File: src/rtl/perf_counter_unit_pkg.sv
// Shared definitions for the performance counter unit and the pipeline debug logic.
package perf_pkg;

  typedef enum logic [1:0] {
    ST_IDLE     = 2'd0,
    ST_COUNTING = 2'd1,
    ST_FROZEN   = 2'd2
  } perf_state_e;

  localparam int SEL_WIDTH = 4;

  // Constants shared with the pipeline debug logic (ADDI x0,x0,0 is the canonical NOP).
  localparam logic [31:0] NOP_INSTR  = 32'h0000_0013;
  localparam logic [31:0] DEFAULT_PC = 32'h0000_0000;

endpackage

File: src/rtl/perf_counter_unit_cell.sv
// One performance counter with clear, gated increment and sticky overflow.
module perf_counter_cell
  import perf_pkg::*;
#(
  parameter int COUNTER_WIDTH = 32,
  parameter int SATURATE      = 0
) (
  input  logic                     clock,
  input  logic                     reset,
  input  logic                     clear,
  input  logic                     inc,
  input  logic                     enable,
  output logic [COUNTER_WIDTH-1:0] value,
  output logic                     overflow
);

  logic [COUNTER_WIDTH-1:0] value_q, value_d;
  logic                     overflow_q, overflow_d;

  // Next value: clear beats increment; an increment from all-ones wraps or sticks.
  always_comb begin
    value_d    = value_q;
    overflow_d = overflow_q;
    if (clear) begin
      value_d    = '0;
      overflow_d = 1'b0;
    end else if (enable && inc) begin
      if (value_q == {COUNTER_WIDTH{1'b1}}) begin
        overflow_d = 1'b1;
        if (SATURATE != 0) begin
          value_d = value_q;
        end else begin
          value_d = '0;
        end
      end else begin
        value_d = value_q + COUNTER_WIDTH'(1);
      end
    end else begin
      value_d = value_q;
    end
  end

  // Counter and overflow registers.
  always_ff @(posedge clock) begin
    if (reset) begin
      value_q    <= '0;
      overflow_q <= 1'b0;
    end else begin
      value_q    <= value_d;
      overflow_q <= overflow_d;
    end
  end

  assign value    = value_q;
  assign overflow = overflow_q;

endmodule

File: src/rtl/perf_counter_unit.sv
// Performance monitor: cycle counter plus NUM_EVENTS event counters, auto-freeze on
// end_PC retirement, and a registered one-cycle-latency read port.
module perf_counter_unit
  import perf_pkg::*;
#(
  parameter int NUM_EVENTS    = 4,
  parameter int COUNTER_WIDTH = 32,
  parameter int ADDRESS_BITS  = 20,
  parameter int SATURATE      = 0
) (
  input  logic                     clock,
  input  logic                     reset,
  input  logic                     start,
  input  logic                     stop,
  input  logic [NUM_EVENTS-1:0]    events,
  input  logic                     retire_valid,
  input  logic [ADDRESS_BITS-1:0]  retire_PC,
  input  logic [ADDRESS_BITS-1:0]  end_PC,
  input  logic                     read_req,
  input  logic [SEL_WIDTH-1:0]     read_sel,
  output logic                     read_valid,
  output logic [COUNTER_WIDTH-1:0] read_data,
  output logic [NUM_EVENTS:0]      overflow,
  output logic                     counting,
  output logic                     done
);

  perf_state_e              state_q, state_d;
  logic                     done_q, done_d;
  logic                     read_valid_q, read_valid_d;
  logic [COUNTER_WIDTH-1:0] read_data_q, read_data_d;
  logic [COUNTER_WIDTH-1:0] values_s [NUM_EVENTS+1];
  logic [NUM_EVENTS:0]      ovf_s;
  logic [COUNTER_WIDTH-1:0] sel_data_s;
  logic                     end_match_s;
  logic                     enable_s;

  assign end_match_s = retire_valid && (retire_PC == end_PC);
  assign enable_s    = (state_q == ST_COUNTING);

  // Channel 0 counts every cycle; channel g counts events[g-1].
  for (genvar g = 0; g <= NUM_EVENTS; g++) begin : g_cell
    logic inc_s;
    if (g == 0) begin : g_cycle
      assign inc_s = 1'b1;
    end else begin : g_event
      assign inc_s = events[g-1];
    end
    perf_counter_cell #(
      .COUNTER_WIDTH (COUNTER_WIDTH),
      .SATURATE      (SATURATE)
    ) u_cell (
      .clock    (clock),
      .reset    (reset),
      .clear    (start),
      .inc      (inc_s),
      .enable   (enable_s),
      .value    (values_s[g]),
      .overflow (ovf_s[g])
    );
  end

  // FSM next state; start restarts from any state and outranks stop/end match.
  always_comb begin
    state_d = state_q;
    done_d  = done_q;
    case (state_q)
      ST_IDLE: begin
        if (start) begin
          state_d = ST_COUNTING;
          done_d  = 1'b0;
        end else begin
          state_d = ST_IDLE;
        end
      end
      ST_COUNTING: begin
        if (start) begin
          state_d = ST_COUNTING;
          done_d  = 1'b0;
        end else if (stop || end_match_s) begin
          state_d = ST_FROZEN;
          done_d  = 1'b1;
        end else begin
          state_d = ST_COUNTING;
        end
      end
      ST_FROZEN: begin
        if (start) begin
          state_d = ST_COUNTING;
          done_d  = 1'b0;
        end else begin
          state_d = ST_FROZEN;
        end
      end
      default: begin
        state_d = ST_IDLE;
        done_d  = 1'b0;
      end
    endcase
  end

  // Read mux over pre-update counter values; out-of-range selects read as zero.
  always_comb begin
    sel_data_s = '0;
    for (int i = 0; i <= NUM_EVENTS; i++) begin
      sel_data_s = (read_sel == SEL_WIDTH'(i)) ? values_s[i] : sel_data_s;
    end
    read_valid_d = read_req;
    if (read_req) begin
      read_data_d = sel_data_s;
    end else begin
      read_data_d = read_data_q;
    end
  end

  // State, done flag and read port registers.
  always_ff @(posedge clock) begin
    if (reset) begin
      state_q      <= ST_IDLE;
      done_q       <= 1'b0;
      read_valid_q <= 1'b0;
      read_data_q  <= '0;
    end else begin
      state_q      <= state_d;
      done_q       <= done_d;
      read_valid_q <= read_valid_d;
      read_data_q  <= read_data_d;
    end
  end

  assign read_valid = read_valid_q;
  assign read_data  = read_data_q;
  assign overflow   = ovf_s;
  assign counting   = (state_q == ST_COUNTING);
  assign done       = done_q;

endmodule

File: config.mk
export PLATFORM = sky130hd
export DESIGN_NAME = perf_counter_unit
export DESIGN_NICKNAME = d
export VERILOG_FILES = /design/src/rtl/perf_counter_unit_pkg.sv /design/src/rtl/perf_counter_unit_cell.sv /design/src/rtl/perf_counter_unit.sv
export SDC_FILE = /design/constraint.sdc
export NUM_CORES = 1
export LEC_CHECK = 0
export BUFFER_PORTS_ARGS = -buffer_cell sky130_fd_sc_hd__buf_2
export CAP_MARGIN = 15
export CORE_MARGIN = 4
export CORE_UTILIZATION = 40
export CTS_BUF_LIST = sky130_fd_sc_hd__clkbuf_16
export DETAILED_ROUTE_END_ITERATION = 10
export GPL_ROUTABILITY_DRIVEN = 1
export PLACE_DENSITY = 0.59
export SYNTH_ARGS = -nofsm -noshare
export SYNTH_HDL_FRONTEND = slang
export SYNTH_SLANG_ARGS = --single-unit
File: constraint.sdc
create_clock -name clock -period 2.2 [get_ports clock]
set_input_delay 0.44 -clock clock [delete_from_list [all_inputs] [get_ports clock]]
set_output_delay 0.44 -clock clock [all_outputs]
set_load 0.1 [all_outputs]
==> flow_summary.toml, run 1 <==
[die]
placementRows = 58
core_region_area_um2 = 25100
dieWidth_um = 168
io_pins = 94
die-height_um = 168
initial_utilization = 0.406
dieArea_um2 = 28100

[worst_setup_path]
max_stage_delay_ns = 0.42
worstSetupPathType = "flop to output pin"
critPathCaptureType = "output pin"
cp_slowest_cell = "dfxtp_2"
path_max_fanout = 10
crit_start = "state_q[1]"
worstPathRequired_ns = 1.76
crit_chain = "nand2b_2 -> buf_4 -> clkinv_4 -> buf_12"
r2r-start = "g_cell[0].u_cell.value[14]"
critPathTopFamily = "buffers and inverters"
worst-path-buf-inv = 3
worstPathArrival_ns = 1.65
worstSetupStartpointType = "flop"

[pwr]
combPwrFrac = 0.066
p_total_mw = 8.31
p_seq_frac = 0.443
intPower_mw = 6.36
irDropWorstVdd_mv = 0.470
power_density_nw_per_um2 = 675
pwr-share-clk = 0.491
swShare = 0.235
p_switching_mw = 1.95
p_leak_nw = 4.42

[timing]
slew_headroom = 0.646
fin_crit_sh = 0.951
tightest_slew_ns = 0.529
post-route-min-period_ns = 2.09
max_freq_mhz = 478
tns_ns = 0
clock_skew_ns = 0.0108
hold_viol = 0
setup_violations = 0
drv_slew = 0
rsz0062_at_grt = "false"
holdWs_ns = 0.223

[final_layout]
drive_gt1_frac = 0.195
syn2layout_area_growth_pct = 20.8
n_antenna_cell = 0
fin_nets = 1385
instances_no_fill = 1674
final_util = 0.490
fillers = 2458

[placed_design]
place_inst = 1628
io_buffers = 93
place_hpwl_mm = 23.4
gp_congestion = 0.877

[yosys]
synth_top_family_by_area = "simple AND/OR/NAND/NOR gates"
yosysSeqAreaShare = 0.395
ys.flop_type = "dfxtp_1"
yosys.area_share.simple = 0.281
synth.avg_cell_area_um2 = 8.57
synth.distinct_cells = 67
synth-edff-count = 0
yosysMostFrequentCell = "dfxtp_1"
synth-xor-area-share = 0.124
netlist_instances = 1189
synthTopCellsByCount = "201 x dfxtp_1, 194 x nor2_1, 85 x xor2_1, 82 x a21oi_1, 70 x nand3_1"
synthTopCellsByArea = "dfxtp_1 39%, xor2_1 7.3%, nor2_1 7.1%"
yosysWarnings = 0
synth_compound_area_frac = 0.143
synth_fa_ha_area_frac = 0.00614
syn_nets = 1248
async_flop_share = 0
synth_top_cell_area_share = 0.395
synth_seq_cells = 201
netlist.top_cell.by_area = "dfxtp_1"
synth.area.mux_share = 0.00835
syn_area_um2 = 10200

[global_routing]
grt_overflow = 0
grt_max_degree = 37
grt_use_total = 0.213
antenna_found_initial = 2
grt_pass1_vias = 8623
grt_pass1_wl_mm = 48.3

[clock_network]
root_buffer = "clkbuf_16"
clk_latency_ns = 0.52
clk_path_buf_depth = 3
cts_sinks = 201
htreeDepth = 1
clk_pin_slew_ns = 0.06
tritoncts = "yes"
cts_made_buffers = 24

[routing]
viasPerCell = 5.61
first_iter_violations = 760
totalWireLength_mm = 31.1
num_vias = 9393
drcViolationCount = 0
post_drt_wl_per_cell_um = 18.6
drtAntennaViolNets = 0
dr.pass1.iters = 5

[hold_path]
hp-start = "stop"
worstHoldPathType = "input port to flop"

[run]
drv_cap = 0

[run_status]
status = "completed"
-- power by group through the flow --
stage	Sequential, mW	Combinational, mW	Clock [mW]
6_report	3.68	0.550	4.08
5_1_grt	3.68	0.586	4.31
4_1_cts	3.68	0.551	4.16
3_5_place_dp	3.76	0.548	0
3_3_place_gp	3.76	0.544	0
2_1_floorplan	3.84	0.253	0
-- logic make-up (layout without fill, tap and decap cells) --
family,count (synthesis),count (layout)
fa+ha+maj,5,5
buf+inv,87,242
compound gates,223,223
flops,201,201
xor+xnor,144,144
mux,7,7
simple gates,522,522
-- worst register-to-register path: stages (launching register included) --
cell and delay (ns):
dfxtp_1 0.42, and4_1 0.29, nand3_1 0.41, nor4_2 0.58, a21bo_2 0.20, a21oi_1 0.05
-- cell usage in the layout, fill, tap and decap left out, types with 9 or more instances in the layout --
| cell | count |
|---|---|
| a21oi_1 | 82 |
| a221oi_1 | 33 |
| a22oi_1 | 27 |
| and3_1 | 25 |
| and4_1 | 16 |
| buf_12 | 9 |
| buf_2 | 92 |
| buf_4 | 76 |
| clkbuf_16 | 25 |
| dfxtp_1 | 198 |
| inv_1 | 24 |
| nand2_1 | 50 |
| nand3_1 | 70 |
| nand4_1 | 59 |
| nor2_1 | 193 |
| nor3_1 | 24 |
| nor4_1 | 11 |
| o21ai_0 | 43 |
| or3_1 | 18 |
| xnor2_1 | 59 |
| xor2_1 | 85 |
-- state kept, by name, indices dropped and copies added, names as in the netlist --
name	cells
g_cell.u_cell.value	160
read_data	32
g_cell.u_cell.overflow	5
state_q	2
done	1
read_valid	1
-- metal layers --
metal	share of wire	global-route usage	vias up
met5	0.00042	0	-
met4	0.025	0.0632	2
met3	0.067	0.0305	45
met2	0.45	0.339	326
met1	0.46	0.301	4438
li1	-	-	4582
-- per-stage QoR --
step	worst slack, ns	cell area, µm²
floorplan	0.279	10200
global placement	0.102	11500
detailed placement	0.0405	11500
CTS	0.0291	12300
global route	0.0262	12300
finish	0.108	12300
-- final timing paths --
path,endpoint,slack [ns],depth (start not counted)
worst max-delay path,counting,0.11,4
worst min-delay path,done,0.22,3
worst max register to register,g_cell[0].u_cell.value[31],0.14,5
worst min register to register,read_data[11],0.47,2
-- final cells by class --
cell class                 count  area [µm²]  share of cell area
inverter                      21        83.8             0.00681
timing repair buffer         177        1210              0.0984
tap                          330         413              0.0335
clock buffer                  25         626              0.0508
sequential                   201        4030               0.327
clock inverter                19         186              0.0151
multi-input combinational    901        5760               0.468
-- what timing repair did --
item | 4_1_cts | 5_1_grt
hold buffers | 0 | 0
setup buffers | 0 | 2
endpoints found under the setup margin | 1 | 25
gates resized for setup | 3 | 2
No activity file was read; power rests on OpenSTA's default activity.
==> inputs of run 2 (changes only) <==
Settings changed: SETUP_SLACK_MARGIN from default to 0.2.
==> flow_summary.toml, run 2 (synthesis results as in run 1) <==
[global_routing]
grt_max_degree = 37
grt_overflow = 0
grt_use_total = 0.214
grt_pass1_wl_mm = 48.4
grt_pass1_vias = 8660
antenna_found_initial = 2

[die]
placementRows = 58
dieArea_um2 = 28100
core_region_area_um2 = 25100
io_pins = 94
die-height_um = 168
initial_utilization = 0.406
dieWidth_um = 168

[clock_network]
htreeDepth = 1
clk_latency_ns = 0.52
postCtsHoldBufs = 0
cts_made_buffers = 24
root_buffer = "clkbuf_16"
clk_path_buf_depth = 3
tritoncts = "yes"
clk_pin_slew_ns = 0.06
cts_sinks = 201

[timing]
fin_crit_sh = 0.902
drv_slew = 0
tns_ns = 0
max_freq_mhz = 504
rsz0062_at_grt = "true"
hold_viol = 0
post-route-min-period_ns = 1.98
tightest_slew_ns = 0.475
slew_headroom = 0.681
clock_skew_ns = 0.0114
setup_violations = 0

[pwr]
p_leak_nw = 4.48
irDropWorstVdd_mv = 0.471
power_density_nw_per_um2 = 669

[final_layout]
syn2layout_area_growth_pct = 22.0
layout_common_cells = "193 x dfxtp_1, 192 x nor2_1, 92 x buf_2"
mostFrequentLayoutCell = "dfxtp_1"
multiInputGateArea_um2 = 5850
fillers = 2448
seq_area_um2 = 4040
n_antenna_cell = 0
drive_gt1_frac = 0.207
fin_nets = 1386
largest_reg_flops = 160
final_util = 0.495
instances_no_fill = 1675

[placed_design]
gp_congestion = 0.877
io_buffers = 93
place_hpwl_mm = 23.4
place_inst = 1628

[worst_setup_path]
max_stage_delay_ns = 0.51
critPathTopFamily = "simple AND/OR/NAND/NOR gates"
worstSetupStartpointType = "flop"
worstPathArrival_ns = 2.43
worstSetupPathType = "flop to flop"
critPathCaptureType = "flop"
worst-path-buf-inv = 0
path_max_fanout = 7
worstPathRequired_ns = 2.64
cp_slowest_cell = "or4_1"
crit_chain = "ha_2 -> nand2_1 -> nor3_4 -> nand4_4 -> or4_1 -> a21oi_1"

[routing]
totalWireLength_mm = 31.3
first_iter_violations = 748
drcViolationCount = 0
dr.pass1.iters = 5
num_vias = 9410
post_drt_wl_per_cell_um = 18.7
drtAntennaViolNets = 0
viasPerCell = 5.62

[hold_path]
worstHoldPathType = "input port to flop"

[run]
drv_cap = 0

[run_status]
status = "completed"
[run 2: cell types whose count changed in the layout (fill, tap and decap cells not counted), sizes merged]
| cell | previous run | this run |
|---|---|---|
| buf | 177 | 178 |
[run 2: worst paths after layout]
check        cells after the start                 startpoint  slack [ns]                         end
max                              6  g_cell[4].u_cell.value[1]        0.22  g_cell[4].u_cell.value[26]
min                              3                       stop        0.22                        done
max reg2reg                      6  g_cell[4].u_cell.value[1]        0.22  g_cell[4].u_cell.value[26]
min reg2reg                      2              read_data[11]        0.47               read_data[11]
[run 2: routing by layer]
layer  global-route usage  share of wire
met1                0.302           0.45
met5                    0        0.00042
met2                0.338           0.45
met3               0.0307          0.070
met4               0.0670          0.027
[run 2: power by group]
| part | internal (mW) | switching, mW |
|---|---|---|
| clock | 2.51 | 1.57 |
| sequential | 3.66 | 0.0201 |
| combinational | 0.187 | 0.368 |
| total | 6.36 | 1.95 |
[run 2: area by class of cell]
class | count | share of cell area
multi-input cells | 901 | 0.471
flip-flops and latches | 201 | 0.325
repair buffers | 178 | 0.0986
clock buffers | 25 | 0.0503
well taps | 330 | 0.0332
clock inverters | 19 | 0.0150
inverters | 21 | 0.00735
[run 2: through the flow]
| step | instance area [µm²] | worst slack, ns | hold slack (ns) | power, mW |
|---|---|---|---|---|
| floorplan | 10200 | 0.279 | 0.438 | 4.10 |
| global placement | 11500 | 0.102 | 0.451 | 4.30 |
| detailed placement | 11500 | 0.0405 | 0.453 | 4.31 |
| CTS | 12300 | 0.163 | 0.207 | 8.39 |
| global route | 12400 | 0.115 | 0.230 | 8.58 |
| finish | 12400 | 0.215 | 0.221 | 8.31 |
[run 2: repair_timing]
item | 4_1_cts | 5_1_grt
buffers inserted | 1 | 2
pin swaps | 0 | 7
resized for setup | 7 | 26
setup endpoints to repair | 53 | 140
[run 2: tightest hold or removal path: stages]
cell and delay [ns]:
buf_2 0.10, nor2_1 0.04, a21oi_1 0.12
==> inputs of run 3 (changes only) <==
Settings changed: SETUP_SLACK_MARGIN 0.2 to 0.4.
==> flow_summary.toml, run 3 (synthesis results as in run 1) <==
[run_status]
status = "completed"

[timing]
setup_violations = 0
slew_headroom = 0.560
tns_ns = 0
post-route-min-period_ns = 1.86
fin_crit_sh = 0.847
hold_viol = 0
clock_skew_ns = 0.00954
max_freq_mhz = 537
tightest_slew_ns = 0.660
timing.final.ws_setup_ns = 0.337
drv_slew = 0
rsz0062_at_grt = "true"

[die]
dieArea_um2 = 28100
placementRows = 58
dieWidth_um = 168
die-height_um = 168
core_region_area_um2 = 25100
io_pins = 94
initial_utilization = 0.406

[clock_network]
htreeDepth = 1
tritoncts = "yes"
clk_path_buf_depth = 3
cts_made_buffers = 24
clk_pin_slew_ns = 0.06
cts_sinks = 201
clk_latency_ns = 0.52
root_buffer = "clkbuf_16"
postCtsHoldBufs = 0

[pwr]
p_leak_nw = 4.97
swShare = 0.242
irDropWorstVdd_mv = 0.424
p_switching_mw = 1.95
p_seq_frac = 0.453
intPower_mw = 6.12
power_density_nw_per_um2 = 601
combPwrFrac = 0.075
pwr-share-clk = 0.472

[global_routing]
grt_pass1_wl_mm = 50.2
antenna_found_initial = 3
grt_overflow = 0
grt_use_total = 0.220
grt_max_degree = 38
grt_pass1_vias = 9143

[worst_setup_path]
r2r-start = "g_cell[4].u_cell.value[0]"
worstSetupPathType = "flop to flop"
reg2reg_slack_ns = 0.34
rr_worst_depth = 8
worstSetupStartpointType = "flop"
worstPathRequired_ns = 2.65
path_max_fanout = 5
critPathCaptureType = "flop"
r2r-end = "g_cell[4].u_cell.value[23]"
worstPathArrival_ns = 2.31

[placed_design]
io_buffers = 93
place_hpwl_mm = 23.5
place_inst = 1632
dpl_cell_area_um2 = 11500
gp_congestion = 0.884
dpl_worst_slack_ns = 0.0663

[final_layout]
syn2layout_area_growth_pct = 31.9
drive_gt1_frac = 0.321
instances_no_fill = 1727
largest_reg_flops = 160
fin_nets = 1438
mostFrequentLayoutCell = "nor2_1"
final_cell_area_um2 = 13400
final_util = 0.535
layout_common_cells = "172 x nor2_1, 139 x dfxtp_1, 125 x buf_4"

[routing]
post_drt_wl_per_cell_um = 19.2
dr.pass1.iters = 5
totalWireLength_mm = 33.1
num_vias = 9819
first_iter_violations = 780
viasPerCell = 5.69
drtAntennaViolNets = 0
drcViolationCount = 0

[hold_path]
hold_end = "done"
worstHoldPathType = "input port to flop"
hp-start = "stop"
worstHoldPathCells = 3

[run]
drv_cap = 0
[run 3: timing repair]
action	in CTS	in global routing
resized for setup	76	148
endpoints found under the setup margin	161	137
cloned	1	3
setup buffers	18	29
endpoints found under the hold margin	0	0
pin swaps	10	49
[run 3: area by class of cell]
class,count,area (µm²)
clock inverter,17,126
sequential,201,4140
tap,330,413
antenna,2,5.00
multi-input combinational,902,6340
inverter,21,91.3
fill,2380,11700
timing repair buffer,229,1700
clock buffer,25,626
[run 3: critical path, stage by stage, from the launching register on]
cell and delay (ns):
dfxtp_2 0.33, buf_6 0.10, nand4_1 0.20, nor3_4 0.33
buf_4 0.16, buf_6 0.10, nand4_4 0.10, or3_1 0.36
a21oi_1 0.13
[run 3: per-layer routing]
| metal | vias to the layer above | global-route usage | part of all wire |
|---|---|---|---|
| met2 | 359 | 0.359 | 0.45 |
| met5 | - | 0 | 0 |
| met4 | 0 | 0.0685 | 0.029 |
| li1 | 4691 | - | - |
| met3 | 59 | 0.0288 | 0.066 |
| met1 | 4710 | 0.305 | 0.45 |
[run 3: per-stage QoR]
step           total power, mW  hold WS [ns]
3_5_place_dp              4.30         0.452
5_1_grt                   8.34         0.228
3_3_place_gp              4.29         0.451
2_1_floorplan             4.10         0.438
4_1_cts                   8.14         0.214
6_report                  8.08         0.231
[run 3: power by group through the flow]
stage	registers [mW]	clock network, mW	logic [mW]
3_5_place_dp	3.76	0	0.542
4_1_cts	3.67	3.90	0.573
2_1_floorplan	3.84	0	0.256
6_report	3.66	3.81	0.605
5_1_grt	3.66	4.04	0.639
3_3_place_gp	3.76	0	0.538
[run 3: worst max-delay path by stage]
stage,startpoint,end,slack [ns],depth (start not counted)
finish,g_cell[4].u_cell.value[0],g_cell[4].u_cell.value[23],0.34,8
global route,g_cell[4].u_cell.value[0],g_cell[4].u_cell.value[23],0.29,8
CTS,state_q[1],counting,0.37,4
detailed placement,state_q[0],g_cell[1].u_cell.value[19],0.07,7
global placement,state_q[0],g_cell[1].u_cell.value[19],0.11,7
floorplan,read_sel[0],read_data[26],0.37,7
